File: config.mk
export PLATFORM = sky130hd
export DESIGN_NAME = rv_iopmp_check_arbiter_flat
export DESIGN_NICKNAME = d
export VERILOG_FILES = /design/src/rtl/rv_iopmp_pkg.sv /design/src/rtl/rv_iopmp_check_arbiter_if.sv /design/src/rtl/rv_iopmp_check_arbiter.sv /design/src/flat_wrapper.sv
export SDC_FILE = /design/constraint.sdc
export NUM_CORES = 1
export LEC_CHECK = 0
export BUFFER_PORTS_ARGS = -buffer_cell sky130_fd_sc_hd__buf_4
export CAP_MARGIN = 10
export CORE_AREA = 3 3 159 161
export DETAILED_ROUTE_END_ITERATION = 12
export DIE_AREA = 0 0 162 164
export PLACE_DENSITY = 0.56
export SETUP_SLACK_MARGIN = 0.5
export SLEW_MARGIN = 20
export SYNTH_ARGS = -nofsm -noshare
export SYNTH_HDL_FRONTEND = slang
export SYNTH_SLANG_ARGS = --single-unit
File: constraint.sdc
create_clock -name clk_i -period 1.7 [get_ports clk_i]
set_clock_uncertainty 0.15 [all_clocks]
set_input_delay 0.255 -clock clk_i [delete_from_list [all_inputs] [get_ports clk_i]]
set_output_delay 0.255 -clock clk_i [all_outputs]
set_load 0.01 [all_outputs]
File: src/rtl/rv_iopmp_pkg.sv
// Shared IOPMP types.
// access_t : access type carried with every check request.
package rv_iopmp_pkg;

    typedef enum logic [1:0] {
        ACC_NONE  = 2'b00,
        ACC_READ  = 2'b01,
        ACC_WRITE = 2'b10,
        ACC_EXEC  = 2'b11
    } access_t;

endpackage

File: src/rtl/rv_iopmp_check_arbiter_if.sv
// Bundle of requester, response and check-engine signals around
// rv_iopmp_check_arbiter.
//   req_*  : per-requester request channel (valid/ready, payload)
//   rsp_*  : per-requester verdict pulse and shared allow bit
//   chk_*  : request to / status and verdict from the check engine
//   busy_o, timeout_o : status
// Modports: slave = arbiter view, master = environment view.
interface rv_iopmp_check_arbiter_if #(
    parameter int NUM_REQ    = 4,
    parameter int ADDR_WIDTH = 64,
    parameter int DATA_WIDTH = 64,
    parameter int SID_WIDTH  = 8
) ();
    localparam int NBW = $clog2(DATA_WIDTH / 8) + 1;

    logic [NUM_REQ-1:0]                  req_valid_i;
    logic [NUM_REQ-1:0]                  req_ready_o;
    logic [NUM_REQ-1:0][ADDR_WIDTH-1:0]  req_addr_i;
    logic [NUM_REQ-1:0][NBW-1:0]         req_num_bytes_i;
    logic [NUM_REQ-1:0][SID_WIDTH-1:0]   req_sid_i;
    rv_iopmp_pkg::access_t [NUM_REQ-1:0] req_access_i;

    logic [NUM_REQ-1:0]                  rsp_valid_o;
    logic                                rsp_allow_o;

    logic                                chk_en_o;
    logic [ADDR_WIDTH-1:0]               chk_addr_o;
    logic [NBW-1:0]                      chk_num_bytes_o;
    logic [SID_WIDTH-1:0]                chk_sid_o;
    rv_iopmp_pkg::access_t               chk_access_o;
    logic                                chk_ready_i;
    logic                                chk_valid_i;
    logic                                chk_allow_i;

    logic                                busy_o;
    logic                                timeout_o;

    modport slave (
        input  req_valid_i, req_addr_i, req_num_bytes_i, req_sid_i, req_access_i,
        input  chk_ready_i, chk_valid_i, chk_allow_i,
        output req_ready_o, rsp_valid_o, rsp_allow_o,
        output chk_en_o, chk_addr_o, chk_num_bytes_o, chk_sid_o, chk_access_o,
        output busy_o, timeout_o
    );

    modport master (
        output req_valid_i, req_addr_i, req_num_bytes_i, req_sid_i, req_access_i,
        output chk_ready_i, chk_valid_i, chk_allow_i,
        input  req_ready_o, rsp_valid_o, rsp_allow_o,
        input  chk_en_o, chk_addr_o, chk_num_bytes_o, chk_sid_o, chk_access_o,
        input  busy_o, timeout_o
    );

endinterface

File: src/rtl/rv_iopmp_check_arbiter.sv
// Round-robin arbiter sharing one IOPMP check engine among NUM_REQ
// requesters, with a single check in flight.
// Ports:
//   clk_i  : clock, rising edge
//   rst_ni : asynchronous active-low reset
//   bus    : rv_iopmp_check_arbiter_if.slave (requests, responses,
//            check-engine channel, busy/timeout status)
// Optional feature: define RV_IOPMP_ARB_TIMEOUT_EN to enable a WAIT-state
// watchdog of TIMEOUT_CYCLES cycles; otherwise WAIT waits indefinitely
// and timeout_o is tied low.
module rv_iopmp_check_arbiter #(
    parameter int NUM_REQ        = 4,
    parameter int ADDR_WIDTH     = 64,
    parameter int DATA_WIDTH     = 64,
    parameter int SID_WIDTH      = 8,
    parameter int TIMEOUT_CYCLES = 64
) (
    input  logic                      clk_i,
    input  logic                      rst_ni,
    rv_iopmp_check_arbiter_if.slave   bus
);
    import rv_iopmp_pkg::*;

    localparam int NBW   = $clog2(DATA_WIDTH / 8) + 1;
    localparam int IDX_W = (NUM_REQ > 1) ? $clog2(NUM_REQ) : 1;
    localparam int CNT_W = $clog2(TIMEOUT_CYCLES) + 1;

    typedef enum logic [1:0] {S_IDLE, S_ISSUE, S_WAIT, S_RESP} state_t;

    state_t                r_state;
    state_t                w_state_nxt;
    logic [IDX_W-1:0]      r_rr_ptr;
    logic [IDX_W-1:0]      r_owner;
    logic                  r_verdict;
    logic [ADDR_WIDTH-1:0] r_addr;
    logic [NBW-1:0]        r_num_bytes;
    logic [SID_WIDTH-1:0]  r_sid;
    access_t               r_access;

    logic [IDX_W-1:0]      w_winner;
    logic [IDX_W-1:0]      w_cand;
    logic                  w_found;
    logic                  w_expire;
    logic                  w_chk_en;

    // Search starts at rr_ptr so the most recently served port is last.
    always_comb begin
        w_found  = 1'b0;
        w_winner = '0;
        w_cand   = '0;
        for (int i = 0; i < NUM_REQ; i++) begin
            w_cand = IDX_W'((int'(r_rr_ptr) + i) % NUM_REQ);
            if (!w_found && bus.req_valid_i[w_cand]) begin
                w_found  = 1'b1;
                w_winner = w_cand;
            end
        end
    end

`ifdef RV_IOPMP_ARB_TIMEOUT_EN
    logic [CNT_W-1:0] r_cnt;
    logic             r_timeout;

    // Counter is zero on the first WAIT cycle; expiry is the
    // TIMEOUT_CYCLES-th WAIT cycle, so RESP follows TIMEOUT_CYCLES
    // cycles after entering WAIT.
    always_ff @(posedge clk_i or negedge rst_ni) begin
        if (!rst_ni) begin
            r_cnt     <= '0;
            r_timeout <= 1'b0;
        end else begin
            r_cnt <= (r_state == S_WAIT) ? r_cnt + 1'b1 : '0;
            if (r_state == S_WAIT) begin
                // An engine verdict on the expiry cycle takes priority.
                r_timeout <= w_expire && !bus.chk_valid_i;
            end else if (r_state == S_RESP) begin
                r_timeout <= 1'b0;
            end
        end
    end

    assign w_expire      = (r_state == S_WAIT) && (r_cnt == CNT_W'(TIMEOUT_CYCLES - 1));
    assign bus.timeout_o = (r_state == S_RESP) && r_timeout;
`else
    assign w_expire      = 1'b0;
    assign bus.timeout_o = 1'b0;
`endif

    always_comb begin
        w_state_nxt = r_state;
        case (r_state)
            S_IDLE:  if (w_found) w_state_nxt = S_ISSUE;
            S_ISSUE: if (bus.chk_ready_i) w_state_nxt = S_WAIT;
            S_WAIT:  if (bus.chk_valid_i || w_expire) w_state_nxt = S_RESP;
            S_RESP:  w_state_nxt = S_IDLE;
            default: w_state_nxt = S_IDLE;
        endcase
    end

    always_ff @(posedge clk_i or negedge rst_ni) begin
        if (!rst_ni) begin
            r_state     <= S_IDLE;
            r_rr_ptr    <= '0;
            r_owner     <= '0;
            r_verdict   <= 1'b0;
            r_addr      <= '0;
            r_num_bytes <= '0;
            r_sid       <= '0;
            r_access    <= ACC_NONE;
        end else begin
            r_state <= w_state_nxt;
            if (r_state == S_IDLE && w_found) begin
                r_owner     <= w_winner;
                r_addr      <= bus.req_addr_i[w_winner];
                r_num_bytes <= bus.req_num_bytes_i[w_winner];
                r_sid       <= bus.req_sid_i[w_winner];
                r_access    <= bus.req_access_i[w_winner];
            end
            if (r_state == S_WAIT) begin
                if (bus.chk_valid_i) begin
                    r_verdict <= bus.chk_allow_i;
                end else if (w_expire) begin
                    r_verdict <= 1'b0;
                end
            end
            if (r_state == S_RESP) begin
                r_rr_ptr <= (r_owner == IDX_W'(NUM_REQ - 1)) ? '0 : r_owner + 1'b1;
            end
        end
    end

    // Grant is combinational in IDLE; gated by reset so every output is
    // low while rst_ni is asserted even if requesters keep valid high.
    always_comb begin
        bus.req_ready_o = '0;
        bus.rsp_valid_o = '0;
        for (int i = 0; i < NUM_REQ; i++) begin
            bus.req_ready_o[i] = rst_ni && (r_state == S_IDLE) && w_found
                                 && (w_winner == IDX_W'(i));
            bus.rsp_valid_o[i] = (r_state == S_RESP) && (r_owner == IDX_W'(i));
        end
    end

    assign w_chk_en            = (r_state == S_ISSUE) && bus.chk_ready_i;
    assign bus.chk_en_o        = w_chk_en;
    assign bus.chk_addr_o      = w_chk_en ? r_addr      : '0;
    assign bus.chk_num_bytes_o = w_chk_en ? r_num_bytes : '0;
    assign bus.chk_sid_o       = w_chk_en ? r_sid       : '0;
    assign bus.chk_access_o    = w_chk_en ? r_access    : ACC_NONE;
    assign bus.rsp_allow_o     = (r_state == S_RESP) && r_verdict;
    assign bus.busy_o          = (r_state != S_IDLE);

endmodule

File: src/flat_wrapper.sv
// flat-port wrapper written by rule: the top's interface ports become plain ports
module rv_iopmp_check_arbiter_flat import rv_iopmp_pkg::*;
#(
    parameter int NUM_REQ        = 4,
    parameter int ADDR_WIDTH     = 64,
    parameter int DATA_WIDTH     = 64,
    parameter int SID_WIDTH      = 8,
    parameter int TIMEOUT_CYCLES = 64
)
  (clk_i, rst_ni, bus_req_valid_i, bus_req_addr_i, bus_req_num_bytes_i, bus_req_sid_i, bus_req_access_i, bus_chk_ready_i, bus_chk_valid_i, bus_chk_allow_i, bus_req_ready_o, bus_rsp_valid_o, bus_rsp_allow_o, bus_chk_en_o, bus_chk_addr_o, bus_chk_num_bytes_o, bus_chk_sid_o, bus_chk_access_o, bus_busy_o, bus_timeout_o);
  rv_iopmp_check_arbiter_if #(.NUM_REQ(NUM_REQ), .ADDR_WIDTH(ADDR_WIDTH), .DATA_WIDTH(DATA_WIDTH), .SID_WIDTH(SID_WIDTH)) bus_i ();
  input  logic clk_i;
  input  logic rst_ni;
  input wire logic [$bits(bus_i.req_valid_i)-1:0] bus_req_valid_i;
  input wire logic [$bits(bus_i.req_addr_i)-1:0] bus_req_addr_i;
  input wire logic [$bits(bus_i.req_num_bytes_i)-1:0] bus_req_num_bytes_i;
  input wire logic [$bits(bus_i.req_sid_i)-1:0] bus_req_sid_i;
  input wire logic [$bits(bus_i.req_access_i)-1:0] bus_req_access_i;
  input wire logic [$bits(bus_i.chk_ready_i)-1:0] bus_chk_ready_i;
  input wire logic [$bits(bus_i.chk_valid_i)-1:0] bus_chk_valid_i;
  input wire logic [$bits(bus_i.chk_allow_i)-1:0] bus_chk_allow_i;
  output wire logic [$bits(bus_i.req_ready_o)-1:0] bus_req_ready_o;
  output wire logic [$bits(bus_i.rsp_valid_o)-1:0] bus_rsp_valid_o;
  output wire logic [$bits(bus_i.rsp_allow_o)-1:0] bus_rsp_allow_o;
  output wire logic [$bits(bus_i.chk_en_o)-1:0] bus_chk_en_o;
  output wire logic [$bits(bus_i.chk_addr_o)-1:0] bus_chk_addr_o;
  output wire logic [$bits(bus_i.chk_num_bytes_o)-1:0] bus_chk_num_bytes_o;
  output wire logic [$bits(bus_i.chk_sid_o)-1:0] bus_chk_sid_o;
  output wire logic [$bits(bus_i.chk_access_o)-1:0] bus_chk_access_o;
  output wire logic [$bits(bus_i.busy_o)-1:0] bus_busy_o;
  output wire logic [$bits(bus_i.timeout_o)-1:0] bus_timeout_o;
  assign bus_i.req_valid_i = bus_req_valid_i;
  assign bus_i.req_addr_i = bus_req_addr_i;
  assign bus_i.req_num_bytes_i = bus_req_num_bytes_i;
  assign bus_i.req_sid_i = bus_req_sid_i;
  assign bus_i.req_access_i = bus_req_access_i;
  assign bus_i.chk_ready_i = bus_chk_ready_i;
  assign bus_i.chk_valid_i = bus_chk_valid_i;
  assign bus_i.chk_allow_i = bus_chk_allow_i;
  assign bus_req_ready_o = bus_i.req_ready_o;
  assign bus_rsp_valid_o = bus_i.rsp_valid_o;
  assign bus_rsp_allow_o = bus_i.rsp_allow_o;
  assign bus_chk_en_o = bus_i.chk_en_o;
  assign bus_chk_addr_o = bus_i.chk_addr_o;
  assign bus_chk_num_bytes_o = bus_i.chk_num_bytes_o;
  assign bus_chk_sid_o = bus_i.chk_sid_o;
  assign bus_chk_access_o = bus_i.chk_access_o;
  assign bus_busy_o = bus_i.busy_o;
  assign bus_timeout_o = bus_i.timeout_o;
  rv_iopmp_check_arbiter #(.NUM_REQ(NUM_REQ), .ADDR_WIDTH(ADDR_WIDTH), .DATA_WIDTH(DATA_WIDTH), .SID_WIDTH(SID_WIDTH), .TIMEOUT_CYCLES(TIMEOUT_CYCLES)) u_core (.clk_i(clk_i), .rst_ni(rst_ni), .bus(bus_i));
endmodule
==> results.cfg, run 1 <==
[outcome]
outcome = finished with violations
violations = negative hold slack, negative setup slack

[final_layout]
final_common_cell = buf_4
layout-drive-gt1-share = 0.648
layout_common_cells = buf_4, nor2_1, dfrtp_1
fin_nets = 1512
n_antenna_cell = 0
final_area_um2 = 13000
final_cell_count_no_fill = 1511
area_growth_pct = 109
nFillCells = 2189

[setup_path]
cp-start-kind = flip-flop
rr_startpoint = u_core.r_rr_ptr[1]$_DFFE_PN0P_
critPathMaxFanout = 10
r2r_setup_slack_ns = -0.36
required_ns = 1.78
reg2reg_to = u_core.r_addr[28]$_DFFE_PN0P_
cp_data_arrival_time_ns = 2.14
worstSetupEndpointType = flip-flop
max_stage_delay_ns = 0.39
path_cells = buf_6 -> buf_6 -> a21oi_4 -> o211a_4 -> buf_6 -> buf_12 -> buf_12 -> buf_12 -> a32oi_2 -> a31oi_1
crit_slowest_cell = dfrtp_1
critPathKind = flip-flop to flip-flop
ff2ff_path_depth = 10

[grt]
grt_start_max_net_pins = 46
grt_first_pass_wirelength_um = 50400
globalRouteOverflowTotal = 0
grt.total_usage = 0.246
grt_pass1_vias = 8424
antenna_found_initial = 0

[die]
initial_utilization = 0.257
rows = 57
io-pin-count = 411
die_w_um = 162
fp.coreArea_um2 = 24100
die_area_um2 = 26600
die_h_um = 164

[power_and_ir_drop]
leakagePower_uw = 0.00547
irDropWorstVdd_v = 0.000702
powerDensity_nw_per_um2 = 1520

[clocking]
clk_latency_ns = 0.34
cts_tree = built
clock_path_buffers = 2
h-tree-depth = 3
cts_root_buffer = clkbuf_16
cts_buffers = 9
clock_sinks = 85
path_clk_slew_ns = 0.07
ctsHoldBuffers = 1

[timing]
maxSlewHeadroom = 0.539
tightestPinTransition_ns = 0.692
slew_viol_final = 0
rsz0062_at_grt = yes
hold_slack_ns = -0.105
fin_crit_sh = 1.21
hold_viol = 85
fmax_mhz = 485
finalCriticalPeriod_ns = 2.06
finalSetupViolCount = 169
setup_slack_ns = -0.363

[placed_design]
io_buffers = 409
gp_congestion = 0.830
dp_hpwl_um = 23300
place_area_um2 = 10800
dpl.cell_count = 1437
dp_slack_ns = -0.185

[logic_synthesis]
ys_ff_latch = 85
synthAdderAreaFrac = 0.0182
synthCells = 731
synth_edf_count = 0
async_flop_share = 1.00
syn_nets = 1061
synthSimpleGateAreaFrac = 0.153
muxShareOfSynthArea = 0.00708
syn_avg_cell_area_um2 = 8.46
synth_top_family_by_area = compound AO/OA/AOI/OAI gates
yosysSeqAreaShare = 0.344
synth_compound_area_frac = 0.389
yosys_warnings = 0
synth_cell_types = 37
synth_xor_area_frac = 0
synth_ff_type = dfrtp_1
synth_area_um2 = 6180

[worst_hold_path]
hp-class = primary input to asynchronous set/reset pin

[drt]
dr.pass1.iters = 5
first_iter_violations = 434
ant_nets = 0
drc = 0
vias = 8331
wl_per_cell_um = 22.8
viasPerCell = 5.51
wirelength_um = 34400

[flow_run]
drv_cap = 0
-- flip-flops by register name, summed over array words and instances (netlist names) --
register / cells
u_core.r_addr: 64
u_core.r_access: 2
u_core.r_num_bytes: 4
u_core.r_rr_ptr: 2
u_core.r_owner: 2
u_core.r_state: 2
u_core.r_verdict: 1
u_core.r_sid: 8
-- critical path: cells and delay by family (launching register included) --
family,cells,cell delay [ns]
buffers and inverters,6,0.78
AO/OA/AOI/OAI,4,0.62
flip-flops,1,0.39
-- kinds of logic (layout without fill, tap and decap cells) --
family | Yosys count | after routing
flip-flops | 85 | 85
AO/OA/AOI/OAI | 331 | 331
adder cells (fa/ha/maj) | 9 | 9
multiplexers | 4 | 4
buffers and inverters | 114 | 570
AND/OR/NAND/NOR | 187 | 187
other | 1 | 1
-- through the flow --
stage | setup TNS [ns] | util | total power, uW
2_1_floorplan | -0.329 | - | 10100
3_3_place_gp | -9.56 | 0.447 | 13700
3_5_place_dp | -11.33 | 0.447 | 13800
4_1_cts | -47.21 | 0.527 | 19400
5_1_grt | -57.36 | 0.537 | 20900
6_report | -49.43 | 0.537 | 19700
-- synth_stat cells, drive strengths merged (2+ instances only) --
cell,n,share of area
a32oi,78,0.11
clkbuf,66,0.040
ha,9,0.018
and3,79,0.080
nor2b,4,0.0040
inv,10,0.0061
a31oi,78,0.079
dfrtp,85,0.34
a41oi,78,0.11
or3,3,0.0038
o21a,2,0.0024
mux2,3,0.0055
and2,6,0.0061
nand2,6,0.0036
a21oi,3,0.0024
nor2,86,0.052
buf,38,0.042
o21ai,85,0.071
-- area by class of cell --
type	count	area, um2	area share
repair buffers	544	5200	0.402
clock buffers	12	256	0.0198
multi-input cells	532	4860	0.375
inverters	10	42.5	0.00328
well taps	324	405	0.0313
flip-flops and latches	85	2130	0.164
clock inverters	4	56.3	0.00435
-- metal layers --
metal | GRT usage | vias to the layer above | routed length, um
met2 | 0.433 | 385 | 17300
met1 | 0.297 | 4037 | 13500
met4 | 0.0876 | 0 | 1120
li1 | - | 3843 | -
met5 | 0 | - | 0
met3 | 0.0520 | 66 | 2530
-- timing repair --
action / in CTS / in global routing
setup buffers: 39 / 1
cloned: 16 / 1
resized for setup: 176 / 31
endpoints found under the setup margin: 174 / 174
hold endpoints to repair: 86 / 85
pin swaps: 93 / 35
-- how the worst max path moves through the flow --
| stage | end | depth (start not counted) | from | slack [ns] |
|---|---|---|---|---|
| global placement | u_core.r_addr[5]$_DFFE_PN0P_ | 6 | u_core.r_rr_ptr[0]$_DFFE_PN0P_ | -0.19 |
| global route | bus_chk_addr_o[34] | 6 | u_core.r_state[0]$_DFFE_PN0P_ | -0.40 |
| CTS | bus_chk_addr_o[24] | 6 | u_core.r_state[0]$_DFFE_PN0P_ | -0.37 |
| floorplan | bus_req_ready_o[1] | 7 | u_core.r_rr_ptr[1]$_DFFE_PN0P_ | -0.06 |
| detailed placement | u_core.r_sid[1]$_DFFE_PN0P_ | 7 | bus_req_valid_i[3] | -0.18 |
| finish | u_core.r_addr[28]$_DFFE_PN0P_ | 10 | u_core.r_rr_ptr[1]$_DFFE_PN0P_ | -0.36 |
-- power by group --
group	internal (uW)	switching, uW	leakage, uW	total (uW)
combinational	7260	6510	0.00436	13800
sequential	3110	644	0.000958	3750
clock	1230	945	0.000153	2180
Note: power is estimated with default switching activity, not from simulation.
==> run 2: changes to the inputs <==
--- a/constraint.sdc
+++ b/constraint.sdc
@@ -4,2 +4,2 @@
 set_output_delay 0.255 -clock clk_i [all_outputs]
-set_load 0.01 [all_outputs]
+set_load 0.005 [all_outputs]
==> run 2 against run 1 <==
Effect of this change:
- the run still ends with negative hold slack, negative setup slack left
- critical path depth decreased by 4
- global-route usage increased by 2.4 points
- power increased by 15%
- design area increased by 6.6%
- maximum frequency decreased by 3.4%
==> results.cfg, run 2 (synthesized netlist as in run 1, its figures left out) <==
[final_layout]
final_common_cell = buf_4
top_regs = u_core.r_addr: 64 flops, u_core.r_sid: 8 flops, u_core.r_num_bytes: 4 flops
nFillCells = 2081
area_growth_pct = 123
layout_common_cells = buf_4, dfrtp_1, nor2_1
n_antenna_cell = 0
largest_register_ffs = 64
final_area_um2 = 13800
largest-register = u_core.r_addr
layout-drive-gt1-share = 0.643
fin_nets = 1553
final_core_util = 0.573

[clocking]
clock_sinks = 85
cts_root_buffer = clkbuf_16
cts_tree = built
clk_latency_ns = 0.34
path_clk_slew_ns = 0.08
h-tree-depth = 3
cts_buffers = 9
clock_path_buffers = 2

[die]
die_w_um = 162
rows = 57
die_h_um = 164
initial_utilization = 0.257
fp.coreArea_um2 = 24100
io-pin-count = 411
die_area_um2 = 26600

[drt]
top_layer_used = met4
wl_per_cell_um = 25.7
wirelength_um = 39800
dr.pass1.iters = 5
vias = 8820
ant_nets = 0
met2_wirelength_um = 19600
first_iter_violations = 703
met1_length_um = 16200
wl_met3_um = 2800
viasPerCell = 5.69
drc = 0

[setup_path]
cp-startpoint = u_core.r_state[0]$_DFFE_PN0P_
max_stage_delay_ns = 0.40
required_ns = 1.29
rr_startpoint = u_core.r_rr_ptr[0]$_DFFE_PN0P_
cp-start-kind = flip-flop
cp_data_arrival_time_ns = 1.73
crit_slowest_cell = dfrtp_1
worstSetupEndpointType = output pin
critPathMaxFanout = 9
path_cells = buf_6 -> ha_4 -> buf_12 -> clkbuf_16 -> and3_1 -> buf_4
ff2ff_path_depth = 9
critPathKind = flip-flop to output pin
r2r_setup_slack_ns = -0.37

[flow_run]
drv_cap = 0

[timing]
maxSlewHeadroom = 0.470
rsz0062_at_grt = yes
hold_viol = 24
fmax_mhz = 468
hold_slack_ns = -0.0190
slew_viol_final = 0
finalCriticalPeriod_ns = 2.14
finalSetupViolCount = 169
tns_ns = -52.15
setup_slack_ns = -0.435
fin_crit_sh = 1.26
tightestPinTransition_ns = 0.795

[power_and_ir_drop]
leakagePower_uw = 0.00598
powerDensity_nw_per_um2 = 1640
irDropWorstVdd_v = 0.000773

[placed_design]
dp_hpwl_um = 22800
dp_slack_ns = -0.242
gp_congestion = 0.834
place_area_um2 = 10400
io_buffers = 409

[grt]
grt_start_max_net_pins = 59
grt.total_usage = 0.270
grt_pass1_vias = 8882
antenna_found_initial = 0
grt_first_pass_wirelength_um = 54400
globalRouteOverflowTotal = 0

[worst_hold_path]
hp-class = primary input to asynchronous set/reset pin

[outcome]
outcome = finished with violations
violations = negative hold slack, negative setup slack
-- run 2: cell count changes in the layout (fill, tap and decap cells not counted), moves of 9 or more --
cell	change
and3_1	+38
and3_4	-38
a41oi_1	-17
a41oi_2	+16
buf_16	+14
clkbuf_16	+11
buf_6	+9
-- run 2: per-layer routing --
| layer | GRT usage | vias up |
|---|---|---|
| met5 | 0 | - |
| met4 | 0.110 | 0 |
| met3 | 0.0560 | 68 |
| met2 | 0.464 | 445 |
| met1 | 0.330 | 4375 |
| li1 | - | 3932 |
-- run 2: critical path, delay by kind of cell, from the launching register on --
kind	cells	cell delay (ns)
flops	1	0.40
fa+ha+maj	1	0.18
buf+inv	4	0.61
simple gates	1	0.19
-- run 2: metrics by stage --
stage	instances	total power [uW]
final	1550	22600
after global routing	1550	23700
after CTS	1528	20400
after detailed placement	1438	13200
after global placement	1438	13100
after floorplan	731	9350
-- run 2: final timing paths --
path,endpoint
max in group asynchronous,u_core.r_rr_ptr[1]$_DFFE_PN0P_
min,u_core.r_addr[53]$_DFFE_PN0P_
max,bus_chk_addr_o[46]
min reg2reg,u_core.r_verdict$_DFFE_PN0P_
min in group clk_i,u_core.r_addr[56]$_DFFE_PN0P_
max reg2reg,u_core.r_addr[47]$_DFFE_PN0P_
-- run 2: where the power goes --
group	total, uW	leakage (uW)	switching [uW]	internal [uW]
clock	2400	0.000161	939	1470
combinational	16500	0.00486	7530	8970
sequential	3740	0.000959	631	3100
total	22600	0.00598	9100	13500
-- run 2: final cells by class --
cell class              count  area (um2)  share of cell area
well taps                 324         405              0.0294
flip-flops and latches     85        2130               0.154
clock inverters             4        97.6             0.00707
inverters                  10        40.0             0.00290
multi-input cells         532        4820               0.349
clock buffers              10         239              0.0173
repair buffers            585        6080               0.440
-- run 2: what timing repair did --
item	4_1_cts	5_1_grt
buffers inserted	46	9
hold endpoints to repair	33	0
endpoints found under the setup margin	174	204
resized for setup	182	126
cloned	28	13
pin swaps	103	121
hold buffers	2	0
==> run 3: changes to the inputs <==
- BUFFER_PORTS_ARGS: -buffer_cell sky130_fd_sc_hd__buf_4 -> -buffer_cell sky130_fd_sc_hd__buf_2
==> run 3 against run 2 <==
Effect of this change:
- the run still ends with negative hold slack, negative setup slack left
- design area is 17% lower
- maximum frequency is 4.6% higher
- sequential share of layout area increased by 3.3 points
- sequential power shrank 2%
- via count decreased by 2.7%
- final cell count fell by 2.5%
==> results.cfg, run 3 (synthesized netlist as in run 1, its figures left out) <==
[outcome]
outcome = finished with violations
violations = negative hold slack, negative setup slack

[drt]
vias = 8583
viasPerCell = 5.68
dr.pass1.iters = 5
wirelength_um = 35000
wl_per_cell_um = 23.2
first_iter_violations = 781
drc = 0
ant_nets = 0

[final_layout]
final_common_cell = buf_2
final_core_util = 0.473
largest_register_ffs = 64
top_regs = u_core.r_addr: 64 flops, u_core.r_sid: 8 flops, u_core.r_num_bytes: 4 flops
layout-drive-gt1-share = 0.574
area_growth_pct = 84.3
fin_nets = 1509
layout_common_cells = buf_2, dfrtp_1, nor2_1
final_area_um2 = 11400
largest-register = u_core.r_addr

[grt]
grt_pass1_vias = 8451
grt_first_pass_wirelength_um = 49300
antenna_found_initial = 3
globalRouteOverflowTotal = 0
grt.total_usage = 0.240
grt_start_max_net_pins = 80

[clocking]
ctsHoldBuffers = 9
clock_path_buffers = 2
h-tree-depth = 3
clock_sinks = 85
cts_root_buffer = clkbuf_16
cts_tree = built
path_clk_slew_ns = 0.07
cts_buffers = 9
clk_latency_ns = 0.34

[power_and_ir_drop]
power_switching_uw = 7720
irDropWorstVdd_v = 0.000550
p_clk_frac = 0.131
share_seq_of_total_power = 0.197
leakagePower_uw = 0.00522
design_power_total_uw = 18600
p_sw_frac = 0.414
powerDensity_nw_per_um2 = 1630
p_comb_frac = 0.672
internal-power_uw = 10900

[setup_path]
cp_data_arrival_time_ns = 1.64
r2r_setup_slack_ns = -0.34
reg2reg_to = u_core.r_addr[47]$_DFFE_PN0P_
worstSetupEndpointType = output pin
cp-start-kind = flip-flop
critPathKind = flip-flop to output pin
critPathMaxFanout = 5
rr_startpoint = u_core.r_rr_ptr[1]$_DFFE_PN0P_
path_cells = buf_6 -> o31ai_4 -> buf_12 -> nor2_4 -> nor2_2 -> buf_2
max_stage_delay_ns = 0.45
crit_slowest_cell = dfrtp_2
cp-startpoint = u_core.r_rr_ptr[0]$_DFFE_PN0P_
required_ns = 1.29
ff2ff_path_depth = 10

[timing]
hold_slack_ns = -0.0148
rsz0062_at_grt = yes
tightestPinTransition_ns = 0.683
finalSetupViolCount = 170
slew_viol_final = 0
hold_viol = 6
setup_slack_ns = -0.342
maxSlewHeadroom = 0.545
finalCriticalPeriod_ns = 2.04
fmax_mhz = 490
tns_ns = -42.74
fin_crit_sh = 1.20

[die]
die_h_um = 164
fp.coreArea_um2 = 24100
initial_utilization = 0.257
io-pin-count = 411
die_w_um = 162
die_area_um2 = 26600
rows = 57

[placed_design]
gp_congestion = 0.852
dp_hpwl_um = 22000
io_buffers = 409
place_area_um2 = 9230

[worst_hold_path]
hp-class = primary input to asynchronous set/reset pin

[flow_run]
drv_cap = 0
run 3: cell types whose count changed in the layout (fill, tap and decap cells not counted), moves of 16 or more:
cell	change
a32oi_1	+28
buf_16	-20
buf_2	+385
a41oi_1	+16
buf_6	-36
buf_4	-362
a32oi_2	-26
run 3: layout make-up:
cell class                      count  area (um2)
Tap cell                          324         405
Antenna cell                        3        7.51
Fill cell                        2352       12700
Inverter                           10        37.5
Timing Repair Buffer              541        4090
Multi-Input combinational cell    532        4370
Clock buffer                       10         239
Sequential cell                    85        2130
Clock inverter                      6         116
run 3: metrics by stage:
stage | setup WS, ns | cells
finish | -0.342 | 1511
global route | -0.401 | 1510
CTS | -0.336 | 1493
detailed placement | -0.207 | 1427
global placement | -0.177 | 1427
floorplan | -0.0455 | 731
run 3: worst max path at each step:
| stage | slack [ns] | depth (start not counted) | endpoint |
|---|---|---|---|
| after floorplan | -0.05 | 7 | bus_req_ready_o[1] |
| after global placement | -0.18 | 6 | u_core.r_addr[10]$_DFFE_PN0P_ |
| after detailed placement | -0.21 | 6 | u_core.r_addr[54]$_DFFE_PN0P_ |
| after CTS | -0.34 | 6 | bus_chk_addr_o[54] |
| after global routing | -0.40 | 6 | bus_req_ready_o[0] |
| final | -0.34 | 6 | bus_req_ready_o[0] |
run 3: power groups by stage:
stage / sequential (uW) / combinational [uW] / clock (uW)
6_report: 3670 / 12500 / 2440
5_1_grt: 3790 / 13400 / 2600
4_1_cts: 3620 / 11400 / 2520
3_5_place_dp: 3660 / 8850 / 0
3_3_place_gp: 3610 / 8750 / 0
2_1_floorplan: 3520 / 5830 / 0
run 3: metal layers:
metal / global-route usage / part of all wire / vias to the layer above
met1: 0.295 / 0.40 / 4217
met5: 0 / 0.00057 / -
met4: 0.0892 / 0.027 / 2
met3: 0.0388 / 0.070 / 58
met2: 0.423 / 0.51 / 471
li1: - / - / 3835
run 3: worst max-delay path: cells and delay by family (launching register included):
family,cells,cell delay (ns)
flip-flops,1,0.45
buffers and inverters,3,0.41
AND/OR/NAND/NOR,2,0.12
AO/OA/AOI/OAI,1,0.30
run 3: repair_timing:
action,CTS,global route
gates cloned,14,6
endpoints found under the hold margin,51,6
setup buffers,27,9
endpoints found under the setup margin,174,253
pin swaps,43,101
resized for setup,63,108
